## config.mk

```make
export PLATFORM = sky130hd
export DESIGN_NAME = count_snapshot_fifo
export DESIGN_NICKNAME = d
export VERILOG_FILES = /design/src/rtl/count_snapshot_fifo.sv
export SDC_FILE = /design/constraint.sdc
export NUM_CORES = 1
export LEC_CHECK = 0
export BUFFER_PORTS_ARGS = -buffer_cell sky130_fd_sc_hd__buf_2
export CAP_MARGIN = 20
export CELL_PAD_IN_SITES_DETAIL_PLACEMENT = 1
export CELL_PAD_IN_SITES_GLOBAL_PLACEMENT = 1
export CORE_ASPECT_RATIO = 1.25
export CORE_MARGIN = 1.5
export CORE_UTILIZATION = 41
export CTS_BUF_LIST = sky130_fd_sc_hd__clkbuf_8
export CTS_CLUSTER_DIAMETER = 120
export DETAILED_ROUTE_END_ITERATION = 12
export GPL_ROUTABILITY_DRIVEN = 0
export PLACE_DENSITY = 0.76
export SLEW_MARGIN = 10
export SYNTH_ARGS = -nofsm -noshare
export SYNTH_HDL_FRONTEND = slang
export SYNTH_SLANG_ARGS = --single-unit
```

## constraint.sdc

```tcl
create_clock -name clk -period 2.4 [get_ports clk]
set_input_delay 0.48 -clock clk [delete_from_list [all_inputs] [get_ports clk]]
set_output_delay 0.48 -clock clk [all_outputs]
set_load 0.1 [all_outputs]
```

## src/rtl/count_snapshot_fifo.sv

```systemverilog
// Snapshot FIFO: captures a live counter value on a strobe and buffers it
// for a valid/ready consumer, with sticky overflow and saturating drop count.
module count_snapshot_fifo #(
  parameter int WIDTH  = 4,
  parameter int DEPTH  = 4,
  parameter int DROP_W = 8
) (
  input  logic                       clk,
  input  logic                       reset,
  input  logic [WIDTH-1:0]           count_in,
  input  logic                       capture,
  output logic [WIDTH-1:0]           out_data,
  output logic                       out_valid,
  input  logic                       out_ready,
  output logic [$clog2(DEPTH):0]     level,
  output logic                       overflow,
  output logic [DROP_W-1:0]          drop_cnt,
  input  logic                       clear_ovf
);

  localparam int AW = $clog2(DEPTH);
  localparam int LW = AW + 1;

  logic [WIDTH-1:0]  r_mem [DEPTH];
  logic [AW-1:0]     r_wr_ptr;
  logic [AW-1:0]     r_rd_ptr;
  logic [LW-1:0]     r_level;
  logic              r_ovf;
  logic [DROP_W-1:0] r_drop_cnt;

  logic w_full;
  logic w_valid;
  logic w_pop;
  logic w_push;
  logic w_drop;

  assign w_full  = (r_level == LW'(DEPTH));
  assign w_valid = (r_level != '0);
  assign w_pop   = w_valid && out_ready;
  assign w_push  = capture && (!w_full || w_pop);
  assign w_drop  = capture && w_full && !w_pop;

  // Empty reads as zero so the port is clean after reset.
  assign out_data  = w_valid ? r_mem[r_rd_ptr] : '0;
  assign out_valid = w_valid;
  assign level     = r_level;
  assign overflow  = r_ovf;
  assign drop_cnt  = r_drop_cnt;

  // Storage write; contents are not cleared by reset.
  always_ff @(posedge clk) begin
    if (reset && w_push)
      r_mem[r_wr_ptr] <= count_in;
  end

  // Pointers and occupancy.
  always_ff @(posedge clk) begin
    if (!reset) begin
      r_wr_ptr <= '0;
      r_rd_ptr <= '0;
      r_level  <= '0;
    end else begin
      if (w_push)
        r_wr_ptr <= r_wr_ptr + 1'b1;
      if (w_pop)
        r_rd_ptr <= r_rd_ptr + 1'b1;
      case ({w_push, w_pop})
        2'b10:   r_level <= r_level + 1'b1;
        2'b01:   r_level <= r_level - 1'b1;
        default: r_level <= r_level;
      endcase
    end
  end

  // Overflow flag and saturating drop count; a drop beats a clear.
  always_ff @(posedge clk) begin
    if (!reset) begin
      r_ovf      <= 1'b0;
      r_drop_cnt <= '0;
    end else if (w_drop) begin
      r_ovf <= 1'b1;
      if (clear_ovf)
        r_drop_cnt <= DROP_W'(1);
      else if (!(&r_drop_cnt))
        r_drop_cnt <= r_drop_cnt + 1'b1;
    end else if (clear_ovf) begin
      r_ovf      <= 1'b0;
      r_drop_cnt <= '0;
    end
  end

endmodule
```

[Word-level counts from Yosys, hierarchy flattened]
Memories as Yosys holds them, arrays and structs flattened. A register that Yosys moved wholly into a read port is not among the register bits.
Cells that the tools add are included.
Widths: inputs -> output; s select.
Word-level totals
  memories: 1
  output and inout port bits: 17
  input port bits: 9
  word-level logic and storage cells: 40
  RAM bits: 16
  register bits: 16
Cells by class
  reduce and logical (&&, ||, !) cells: 13
  equal/unequal tests: 4
  $add $sub $neg: 5
  muxes and demuxes: 12
Memory list
  r_mem: words 4, bits a word 4, read ports 1, clocked after Yosys merged registers in 1, wr ports 1, line 24  | logic [WIDTH-1:0] r_mem [DEPTH];
Operator list (count)
  $mux 8: 4
  $add 8x1->8 const B: 1
  $reduce_and 8->1: 1
  $pmux 3 s2: 1
  $logic_and 1x1->1: 5
  $add 2x1->2 const B: 2
  $mux 1: 4
  $mux 2: 2
  $mux 4: 1
  $reduce_bool 2->1: 2
  $add 3x1->3 const B: 1
  $eq 3x3->1 const B: 1
  $reduce_bool 3->1: 1
  $sub 3x1->3 const B: 1
  $eq 2x1->1 const B: 1
  $eq 2x2->1 const B: 1
  $logic_not 1->1: 2
  $ne 2x2->1 const B: 1
  $reduce_and 2->1: 1
  $logic_or 1x1->1: 1

[Depth between registers and ports, before layout]
  depth in word-level cells: 7
  depth in mapped cells: 10
  mapped depth without buffers: 9

[Worst setup path before layout]
No wires, ideal clock.
  path kind: register -> register
  from: register r_level[0] (netlist: level[0])
  to: register r_level[2] (netlist: level[2])
  buffers on the path: 1
  cell stages (with the launch flop): 10
  slack: -1.347 ns
  setup time: 0.076 ns
  required time: 2.324 ns
  period minus slack after synthesis: 3.747 ns
  arrival time: 3.671 ns
  cells stage by stage: dfxtp_1 > or3_2 > clkbuf_1 > and2_1 > ha_1 > inv_1 > fa_1 > xor2_1 > or3_1 > a21boi_0
Between the ends
  cells in the longest elaborated chain, start to end: 6
  elaborated cells on any way between the ends: 12
  classes of those cells: 2 x add/sub; 3 x eq/ne; 1 x mux; 6 x reduce/logical
RTL lines
  from (decl): line 27  | logic [LW-1:0] r_level;
  from (signal assigned): line 68  | 2'b10: r_level <= r_level + 1'b1;
  from (signal assigned): line 69  | 2'b01: r_level <= r_level - 1'b1;
  from (signal assigned): line 70  | default: r_level <= r_level;
  $reduce_bool 3->1 (*): line 38  | assign w_valid = (r_level != '0);
  net out_valid: line 13  | output logic out_valid,
  $logic_and 1x1->1 (*): line 39  | assign w_pop = w_valid && out_ready;
  net w_pop: line 33  | logic w_pop;
  $logic_or 1x1->1: line 40  | assign w_push = capture && (!w_full || w_pop);
  $logic_and 1x1->1: line 40
  $eq 2x1->1 / $eq 2x2->1 (equally long branches): line 67  | case ({w_push, w_pop})
  $pmux 3 s2 / $reduce_bool 2->1 (equally long branches)
Mark *: on every way through the listed nets, which the timed path passes. The rest lies on a longest branch.
A chain may end at the register's enable or synchronous reset.

==> results.tsv <==
metric	value	unit
Post-Syn Instances	126	
worst vdd ir	0.000410	V
sequential share of the synthesized area	0.546	
Max Cap Viol	0	
worst path buffer plus inverter count	1	
Cell Rows	24	
CP Cell Sequence	mux4_2 -> and2_1 -> buf_2	
clock sink count	34	
Final Hold Viols	0	
Core Area	0.00354	mm^2
postcts setup bufs	0	
Startpoint Class	flop	
Setup Crit Path Kind	flop to primary output	
hpwl dp	2.43	mm
Sw Ratio	0.470	
clk_lat worst skew	0.29	ns
Ports	26	
placed cell area	0.00175	mm^2
CTS Buf Count	5	
GRT overflow	0	
First DRT Iteration DRCs	17	
initial antenna violation count	0	
# hold bufs at CTS	0	
clock share of power	0.192	
mux cell area share after synthesis	0.0650	
pin count of the biggest net entering global routing	16	
kind of end point of the critical path	primary output	
Die Ht	71.5	um
maximum buffer depth of the clock tree	2	
Filler cells	395	
largest cells by area after synthesis	edfxtp_1 (31%), dfxtp_1 (23%), mux4_2 (5.9%)	
Slew Viols, Final	0	
Synth Area in Compound Gates	0.0919	
post-synth top area share	0.312	
Hold WC Path Type	primary input to flop	
crit path max-delay cell type	mux4_2	
first-pass GRT wire length	5.43	mm
Internal	1100	uW
Layout Cells excl Fill	197	
ant diodes	0	
leading area contributor after synthesis	edfxtp_1	
port buffer count	25	
crit path DAT	1.74	ns
Max FO, Critical Path	4	
Pleak	0.000686	uW
RSZ-0062 raised after global routing	no	
Mapped Area	0.00154	mm^2
power per cell area	1130	mW/mm^2
Antenna Nets Post-Route	0	
Post-Route WL	3.29	mm
Worst-path clk slew	0.07	ns
post-synth cell types	38	
period utilization	0.923	
Multi-input gate area	676	um^2
XOR/XNOR Fraction of Synth Area	0.0285	
gr usage total	0.181	
TritonCTS clock tree	done	
critical path depth in cells	3	
die width	57.8	um
Synth Area in Adders	0.0618	
r2r worst-path depth	8	
post-route cell area	0.00183	mm^2
Via Count	1103	
YS warnings	0	
DR pass1 iterations	8	
sequential power share	0.358	
PostCTS Resize Cnt	0	
post-placement cell count	189	
Layout area overhead	18.7	%
Achievable Freq	451	MHz
hold depth	1	
failing checks	design-rule violations	
initial core utilization	0.434	
CP top delay family	multiplexers	
vias per cell	5.60	
routed len/inst	16.7	um
NetSw	972	uW
Register Area	852	um^2
final number of setup-violating endpoints	0	
slew margin rel.	0.676	
Syn Area/Cell	12.2	um^2
Die ar.	0.00413	mm^2
fin nets	173	
CP required	1.92	ns
status	finished with violations	
H-tree depth	2	
Yosys reg bits	34	
layout cells sized above 1	0.316	
fin crit period	2.22	ns
skew final	0.0105	ns
Post-Synth Simple-Gate Area	0.182	
DRC errors left	1	
main combinational cell family by area after synthesis	simple AND/OR/NAND/NOR gates	
vias in the first global route	1166	
root buffer cell	clkbuf_8	
Combinational Power Share	0.450	
slew of the pin with the lowest slew margin	0.490	ns
synthesized net count	142	
CP peak stage delay	0.54	ns
-- stage by stage --
step           setup TNS, ns   util  total power, uW  hold WS, ns  setup slack (ns)
4_1_cts                    0  0.516             2100        0.396             0.145
3_3_place_gp               0  0.493             1660        0.467             0.106
6_report                   0  0.516             2070        0.407             0.184
5_1_grt                    0  0.516             2160        0.409            0.0931
2_1_floorplan         -0.114      -             1570        0.526            -0.114
3_5_place_dp               0  0.493             1690        0.487            0.0307
-- power groups by stage --
stage | registers [uW] | clock network (uW) | logic [uW]
6_report | 741 | 397 | 932
5_1_grt | 752 | 431 | 974
4_1_cts | 743 | 415 | 941
3_5_place_dp | 756 | 0 | 935
3_3_place_gp | 752 | 0 | 907
2_1_floorplan | 890 | 0 | 676
-- final cells by class --
class / count / share of cell area
Clock buffer: 5 / 0.0377
Sequential cell: 34 / 0.466
Tap cell: 39 / 0.0267
Multi-Input combinational cell: 82 / 0.370
Timing Repair Buffer: 27 / 0.0767
Inverter: 7 / 0.0158
Clock inverter: 3 / 0.00685
-- per-layer routing --
| metal | up-vias | GRT usage | part of all wire |
|---|---|---|---|
| met1 | 543 | 0.194 | 0.41 |
| met3 | 6 | 0.0542 | 0.042 |
| met2 | 27 | 0.318 | 0.52 |
| met4 | 0 | 0.0930 | 0.024 |
| met5 | - | 0 | 0 |
| li1 | 527 | - | - |
-- synthesized netlist by cell type --
cell type	instances
nand4_1	1
ha_1	6
o31ai_1	1
and2b_2	1
o311a_2	1
o21ai_0	5
or3_2	1
nor2b_1	3
inv_1	7
nor2_1	2
nor4_1	1
nor3_1	1
o41ai_1	2
a211oi_1	1
xnor2_1	4
or2_2	1
edfxtp_1	16
o2111ai_1	1
a21boi_0	2
a21oi_1	7
o211ai_1	1
dfxtp_1	18
nor4b_4	1
and2_1	9
mux4_2	4
mux2i_1	1
or4_1	3
clkbuf_1	3
nand2_4	1
and3_1	4
or3_1	2
nor3b_1	1
nand2b_1	3
nand3_1	5
xor2_1	1
fa_1	1
nand2_1	3
a31oi_1	1
-- registers in the layout (all words and copies together), names as in the netlist, named ones only --
register and cells:
level 3, r_rd_ptr 2, overflow 1, drop_cnt 8, r_wr_ptr 2, r_mem 16
-- kinds of logic (layout without fill, tap and decap cells) --
group / after synthesis / count (layout)
and+or+nand+nor: 43 / 43
DFF: 34 / 34
AOI/OAI and AO/OA: 22 / 22
buffers and inverters: 10 / 42
adders and majority gates: 7 / 7
xor gates and xnor gates: 5 / 5
muxes: 5 / 5
-- placed cells by master (no fill, tap or decap), drive strengths merged, types with 2 or more instances in the layout --
master	count
or3	3
nor2	2
nor2b	3
nand3	5
ha	6
buf	27
and2	9
or4	3
clkinv	2
inv	8
and3	4
a21oi	7
clkbuf	5
o21ai	5
xnor2	4
edfxtp	16
mux4	4
nand2b	3
dfxtp	18
a21boi	2
nand2	4
o41ai	2
-- path summary, 6_finish.rpt --
path,to,from,slack (ns)
setup reg to reg,level[2],level[0],0.19
hold reg to reg,overflow,overflow,0.49
hold / removal,r_mem[0][2],count_in[2],0.41
setup / recovery,out_data[2],flop,0.18
No activity file was read; power rests on OpenSTA's default activity.
